File: src/rtl/b5_dec_onehot_seq.sv
// b5_dec_onehot_seq: sequenced binary-to-one-hot decoder (inverse of the b5 priority encoder).
//
// An index accepted through a valid/ready handshake is decoded to a registered one-hot
// pattern. The pattern is held for HOLD_CYCLES enabled cycles and then cleared. The block
// then spends at least one cycle in IDLE before it can accept the next index.
//
// Ports:
//   clock       in   rising-edge system clock
//   reset_n     in   asynchronous active-low reset
//   enable      in   global run/freeze control; freezes the hold when low
//   bin_in      in   IN_W-bit index to decode
//   in_valid    in   bin_in is valid this cycle
//   in_ready    out  block can accept an index this cycle (combinational)
//   decoder_out out  registered one-hot pattern, all-zero when idle
//   out_valid   out  decoder_out holds a decoded value
//   busy        out  state is HOLD
//   scan_mode   in   (DEC_SCAN_EN only) self-sweep all output bits
//
// Optional feature: define DEC_SCAN_EN to add the scan_mode port and the internal scan index.
// OUT_W must equal 2**IN_W; HOLD_CYCLES must lie in 1..255.

module b5_dec_onehot_seq #(
  parameter int unsigned IN_W        = 4,
  parameter int unsigned OUT_W       = 16,
  parameter int unsigned HOLD_CYCLES = 4
) (
  input  logic             clock,
  input  logic             reset_n,
  input  logic             enable,
`ifdef DEC_SCAN_EN
  input  logic             scan_mode,
`endif
  input  logic [IN_W-1:0]  bin_in,
  input  logic             in_valid,
  output logic             in_ready,
  output logic [OUT_W-1:0] decoder_out,
  output logic             out_valid,
  output logic             busy
);

  typedef enum logic [0:0] {StIdle, StHold} state_e;

  // Counter is loaded with HOLD_CYCLES-1 so that the HOLD state spans exactly HOLD_CYCLES
  // enabled edges, including the one on which the counter reaches zero.
  localparam logic [7:0] HoldLast = 8'(HOLD_CYCLES - 1);

  state_e           state_q;
  logic [7:0]       cnt_q;
  logic             scan_active;
  logic [IN_W-1:0]  accept_idx;
  logic [OUT_W-1:0] onehot;
  logic             accept;

`ifdef DEC_SCAN_EN
  logic [IN_W-1:0]  scan_idx_q;

  assign scan_active = scan_mode;
  assign accept_idx  = scan_active ? scan_idx_q : bin_in;
`else
  assign scan_active = 1'b0;
  assign accept_idx  = bin_in;
`endif

  // reset_n is included so in_ready is low for the whole time reset is asserted.
  assign in_ready = reset_n & enable & (state_q == StIdle) & ~scan_active;

  // In scan mode the block self-accepts; external in_valid is ignored.
  assign accept = (state_q == StIdle) & (scan_active | (in_valid & in_ready));

  assign onehot = {{(OUT_W-1){1'b0}}, 1'b1} << accept_idx;

  always_ff @(posedge clock or negedge reset_n) begin
    if (!reset_n) begin
      state_q     <= StIdle;
      cnt_q       <= 8'd0;
      decoder_out <= '0;
      out_valid   <= 1'b0;
      busy        <= 1'b0;
`ifdef DEC_SCAN_EN
      scan_idx_q  <= '0;
`endif
    end else if (enable) begin
      unique case (state_q)
        StIdle: begin
          if (accept) begin
            decoder_out <= onehot;
            out_valid   <= 1'b1;
            busy        <= 1'b1;
            cnt_q       <= HoldLast;
            state_q     <= StHold;
`ifdef DEC_SCAN_EN
            // Natural IN_W-bit wrap takes OUT_W-1 back to 0.
            if (scan_active) begin
              scan_idx_q <= scan_idx_q + 1'b1;
            end
`endif
          end
        end
        StHold: begin
          if (cnt_q != 8'd0) begin
            cnt_q <= cnt_q - 8'd1;
          end else begin
            state_q     <= StIdle;
            decoder_out <= '0;
            out_valid   <= 1'b0;
            busy        <= 1'b0;
          end
        end
        default: begin
          state_q <= StIdle;
        end
      endcase
    end
  end

endmodule

File: config.mk
export PLATFORM = sky130hd
export DESIGN_NAME = b5_dec_onehot_seq
export DESIGN_NICKNAME = d
export VERILOG_FILES = /design/src/rtl/b5_dec_onehot_seq.sv
export SDC_FILE = /design/constraint.sdc
export NUM_CORES = 1
export LEC_CHECK = 0
export CORE_AREA = 3 3 63 65
export DETAILED_ROUTE_END_ITERATION = 6
export DIE_AREA = 0 0 66 68
export PLACE_DENSITY = 0.76
export SYNTH_ARGS = -nofsm -noshare
export SYNTH_HDL_FRONTEND = slang
export SYNTH_SLANG_ARGS = --single-unit
File: constraint.sdc
create_clock -name clock -period 2.2 [get_ports clock]
set_clock_uncertainty 0.05 [all_clocks]
set_input_delay 0.22 -clock clock [delete_from_list [all_inputs] [get_ports clock]]
set_output_delay 0.22 -clock clock [all_outputs]
set_load 0.02 [all_outputs]
Yosys cells after proc, flatten, opt, wreduce, memory -nomap -nowiden. Cells that the tools add are included.

Input bits: 8. Logic and storage cells: 29. Bits in registers: 26.

Multiplexer cells: 12. Add/sub/neg operators: 1. Shift operators: 1. Reductions and logical operators: 3. Equal/unequal tests: 3. Bitwise logic cells: 5.

Operators with widths (count): $mux W16 (2); $pmux W16 S2 (1); $mux W8 (2); $pmux W8 S2 (1); $shl A1 B4 Y16 const A (1); $reduce_bool A8 Y1 (1); $sub A8 B1 Y8 const B (1); $reduce_and A3 Y1 (2); $and A1 B1 Y1 (4); $mux W1 (4); $ne A2 B2 Y1 const B (2); $pmux W1 S2 (2); $ne A2 B1 Y1 const B (1); $not A1 Y1 (1).

Logic depth before layout (Yosys ltp).
Depth after elaboration: 6. Gate-level depth with buffers: 7. Depth with buffers taken out: 5.

Worst setup path after synthesis. No wires, ideal clock.

Path kind: register -> register. Start: reg cnt_q[0]. End: reg decoder_out[4]. Path buffers: 2. Slack: 0.277 ns. Arrival: 1.748 ns. Required time: 2.025 ns. Clock period less this slack: 1.923 ns. Stages on the path, launching flop included: 8. Path through: dfrtp_1 -> inv_1 -> ha_1 -> or3b_1 -> buf_6 -> nor4b_4 -> buf_6 -> o21ai_2.

Cells in the longest elaborated chain, start to end: 3.

Ends and longest elaborated chain: from (decl) (line 48) `logic [7:0] cnt_q;`; from (signal assigned) (line 89) `cnt_q <= HoldLast;`; from (signal assigned) (line 101) `cnt_q <= cnt_q - 8'd1;`; $reduce_bool A8 Y1 (line 100) `if (cnt_q != 8'd0) begin`; $ne A2 B2 Y1 (no line); $reduce_and A3 Y1 (no line); to (signal assigned) (line 86) `decoder_out <= onehot;`; to (decl) (line 36) `output logic [OUT_W-1:0] decoder_out,`.

No other way between the ends. A chain may end at the register's enable or synchronous reset.

Worst setup path in the final report.
Start: reg cnt_q[0]. End: reg decoder_out[15].

The elaborated chain is that of the path after synthesis.

==> results by group <==
Run status
  – Status: finished, final reports clean

GRT
  – Most used routing layer: met2
  – Largest net degree at the start of global routing: 21
  – Initial antenna violation count: 0
  – Global-route wire length before repair: 5575 um
  – Grt total ovfl: 0
  – Met2 Usage GRT: 0.2541
  – Grt met1 use: 0.2182
  – Met3 usage: 0.01970
  – Vias in the first global route: 1,184
  – Tot GR Track Use: 0.1578

Synth
  – Ranking of synthesized cells by area: dfrtp_1 (46%), a32oi_1 (10%), o21ai_2 (6.2%)
  – Register area share after synthesis: 0.4626
  – #FFs+latches synth: 26
  – Main synth FF type: dfrtp_1
  – Share of the synthesized area in the top cell type: 0.4626
  – Mapped Avg Cell Area: 10.12 um^2
  – Synth cell types: 37
  – Top cells by count, synth: dfrtp_1 (26), nand2_1 (21), a32oi_1 (16), o21ai_2 (10), o21ai_0 (8)
  – Post-synth EDFFs: 0
  – Most common cell in the netlist: dfrtp_1
  – Post-Syn Instances: 139
  – YS warnings: 0
  – FFs w/ async S/R, synth: 1.000
  – Syn_nets: 148
  – Mapped cell area: 0.001406 mm^2
  – Leading area contributor after synthesis: dfrtp_1

Pwr
  – Pwr dens: 1144 mW/mm^2
  – Final Power: 0.002003 W
  – LEAKAGE: 0.7403 nW
  – Worst vdd ir: 379.8 uV

Floorplanning
  – Starting Density: 0.4149
  – Die Wd: 66 um
  – Die Footprint: 0.004488 mm^2
  – Die height: 68 um
  – Io pins: 27
  – # rows: 21
  – Core area: 0.003390 mm^2

Worst setup path
  – FF-to-FF path depth: 6
  – Crit path capture type: flop
  – Worst Path Max Fanout: 16
  – Startpoint Class: flop
  – Critical path type: reg2reg
  – Reg2Reg Setup Slack: 0.10 ns
  – Worst R2R End: decoder_out[15]
  – RR Startpoint: cnt_q[0]
  – CP startpoint: cnt_q[0]
  – Worst EP arrival: 2.26 ns
  – Worst EP required: 2.37 ns

Clocking
  – H-tree Lvls: 1
  – Clk Latency, worst-skew pair: 0.32 ns
  – Sink Count: 26
  – TritonCTS Buffers: 3
  – CTS resizes: 0
  – Post-CTS Setup Inserts: 0
  – Max Buffers Root-to-Sink: 2
  – Cts hold-fix bufs: 0
  – CTS root buf: clkbuf_4
  – TritonCTS clock tree: done
  – Worst-path clk slew: 0.15 ns

STA
  – RSZ-0062 raised after global routing: no
  – Max-slew headroom: 0.7543
  – Final Hold Vio Count: 0
  – Endpoints failing setup: 0
  – Min Tclk post-route: 2.096 ns
  – Fmax: 0.4771 GHz
  – Setup TNS: 0 ns
  – Worst Tran Pin Value: 0.3680 ns
  – Fin. max-slew vios: 0
  – Final Cycle Share: 0.9528
  – Tightest hold margin: 0.1903 ns

Hold path
  – Worst Hold Class: in2async

Detailed routing
  – Routed via count: 1,213
  – Detailed-route DRC error count: 0
  – 1st-iter DRT viols: 104
  – Via/cell ratio: 5.749
  – WL/cell: 15.26 um
  – DR pass1 iterations: 4
  – WL final: 3220 um
  – Routed Antenna Nets: 0

Placement
  – Placer Congestion: 0.8106
  – Number of I/O port buffers: 26
  – Post-DP HPWL: 2329 um

Final layout
  – # fillers: 295
  – Proportion of layout cells with a drive suffix above 1: 0.1515
  – Area grow syn2layout: 24.47%
  – Final Net Count: 175
  – # diodes: 0

Flow run
  – Max cap viols: 0
worst max-delay path by stage:
stage / cells past startpoint / slack [ns] / endpoint
floorplan: 7 / 0.28 / decoder_out[4]
global placement: 6 / 0.21 / decoder_out[10]
detailed placement: 6 / 0.12 / decoder_out[15]
CTS: 6 / 0.11 / decoder_out[15]
global route: 6 / 0.0002 / decoder_out[8]
finish: 6 / 0.10 / decoder_out[15]
layout make-up:
type	instances	area, um^2	area share
repair buffers	34	320.3	0.1830
multi-input cells	97	670.6	0.3831
clock buffers	4	36.28	0.02073
flip-flops and latches	26	650.6	0.3717
well taps	46	57.56	0.03288
inverters	4	15.01	0.008578
through the flow:
stage | area, um^2 | util | setup WS (ns) | instances
floorplan | 1406 | - | 0.2774 | 139
global placement | 1714 | 0.5057 | 0.2132 | 207
detailed placement | 1714 | 0.5057 | 0.1194 | 207
CTS | 1750 | 0.5164 | 0.1094 | 211
global route | 1750 | 0.5164 | 0.0002012 | 211
finish | 1750 | 0.5164 | 0.1038 | 211
sequential cells by signal, indices dropped and copies added, names as in the netlist:
name         cells
cnt_q            8
state_q          1
busy             1
decoder_out     16
worst max-delay path, stage by stage (launching register included):
cell     delay (ns)
dfrtp_1        0.43
inv_1          0.09
ha_1           0.22
or3b_1         0.50
nor4b_4        0.28
buf_4          0.28
o21ai_0        0.13
power by group:
| part | switching [W] | total [W] | internal (W) |
|---|---|---|---|
| registers | 0.000181 | 0.000830 | 0.000648 |
| clock network | 0.000145 | 0.000246 | 0.000101 |
| logic | 0.000493 | 0.000927 | 0.000435 |
per-layer routing:
layer  share of wire  vias up  wire [um]
met5               0        -          0
met4          0.0099        0         32
met3           0.040        2        128
met2            0.50       31       1599
met1            0.45      603       1459
li1                -      577          -
cells in the final DEF (no fill, tap or decap), types with 3 or more instances in the layout:
master	n
a21oi_1	3
nand2_1	21
buf_4	8
inv_1	3
o21ai_0	8
nor2_1	6
mux2i_1	4
nor2b_1	4
dfrtp_1	26
clkdlybuf4s50_1	26
clkbuf_4	3
a32oi_1	16
o21ai_2	10
cells by family after synthesis:
kind of cell | synth area share
AO/OA/AOI/OAI | 0.2456
adder cells (fa/ha/maj) | 0.008895
buffers and inverters | 0.06049
flip-flops | 0.4626
multiplexers | 0.02847
AND/OR/NAND/NOR | 0.1939
No activity file was read; power rests on OpenSTA's default activity.
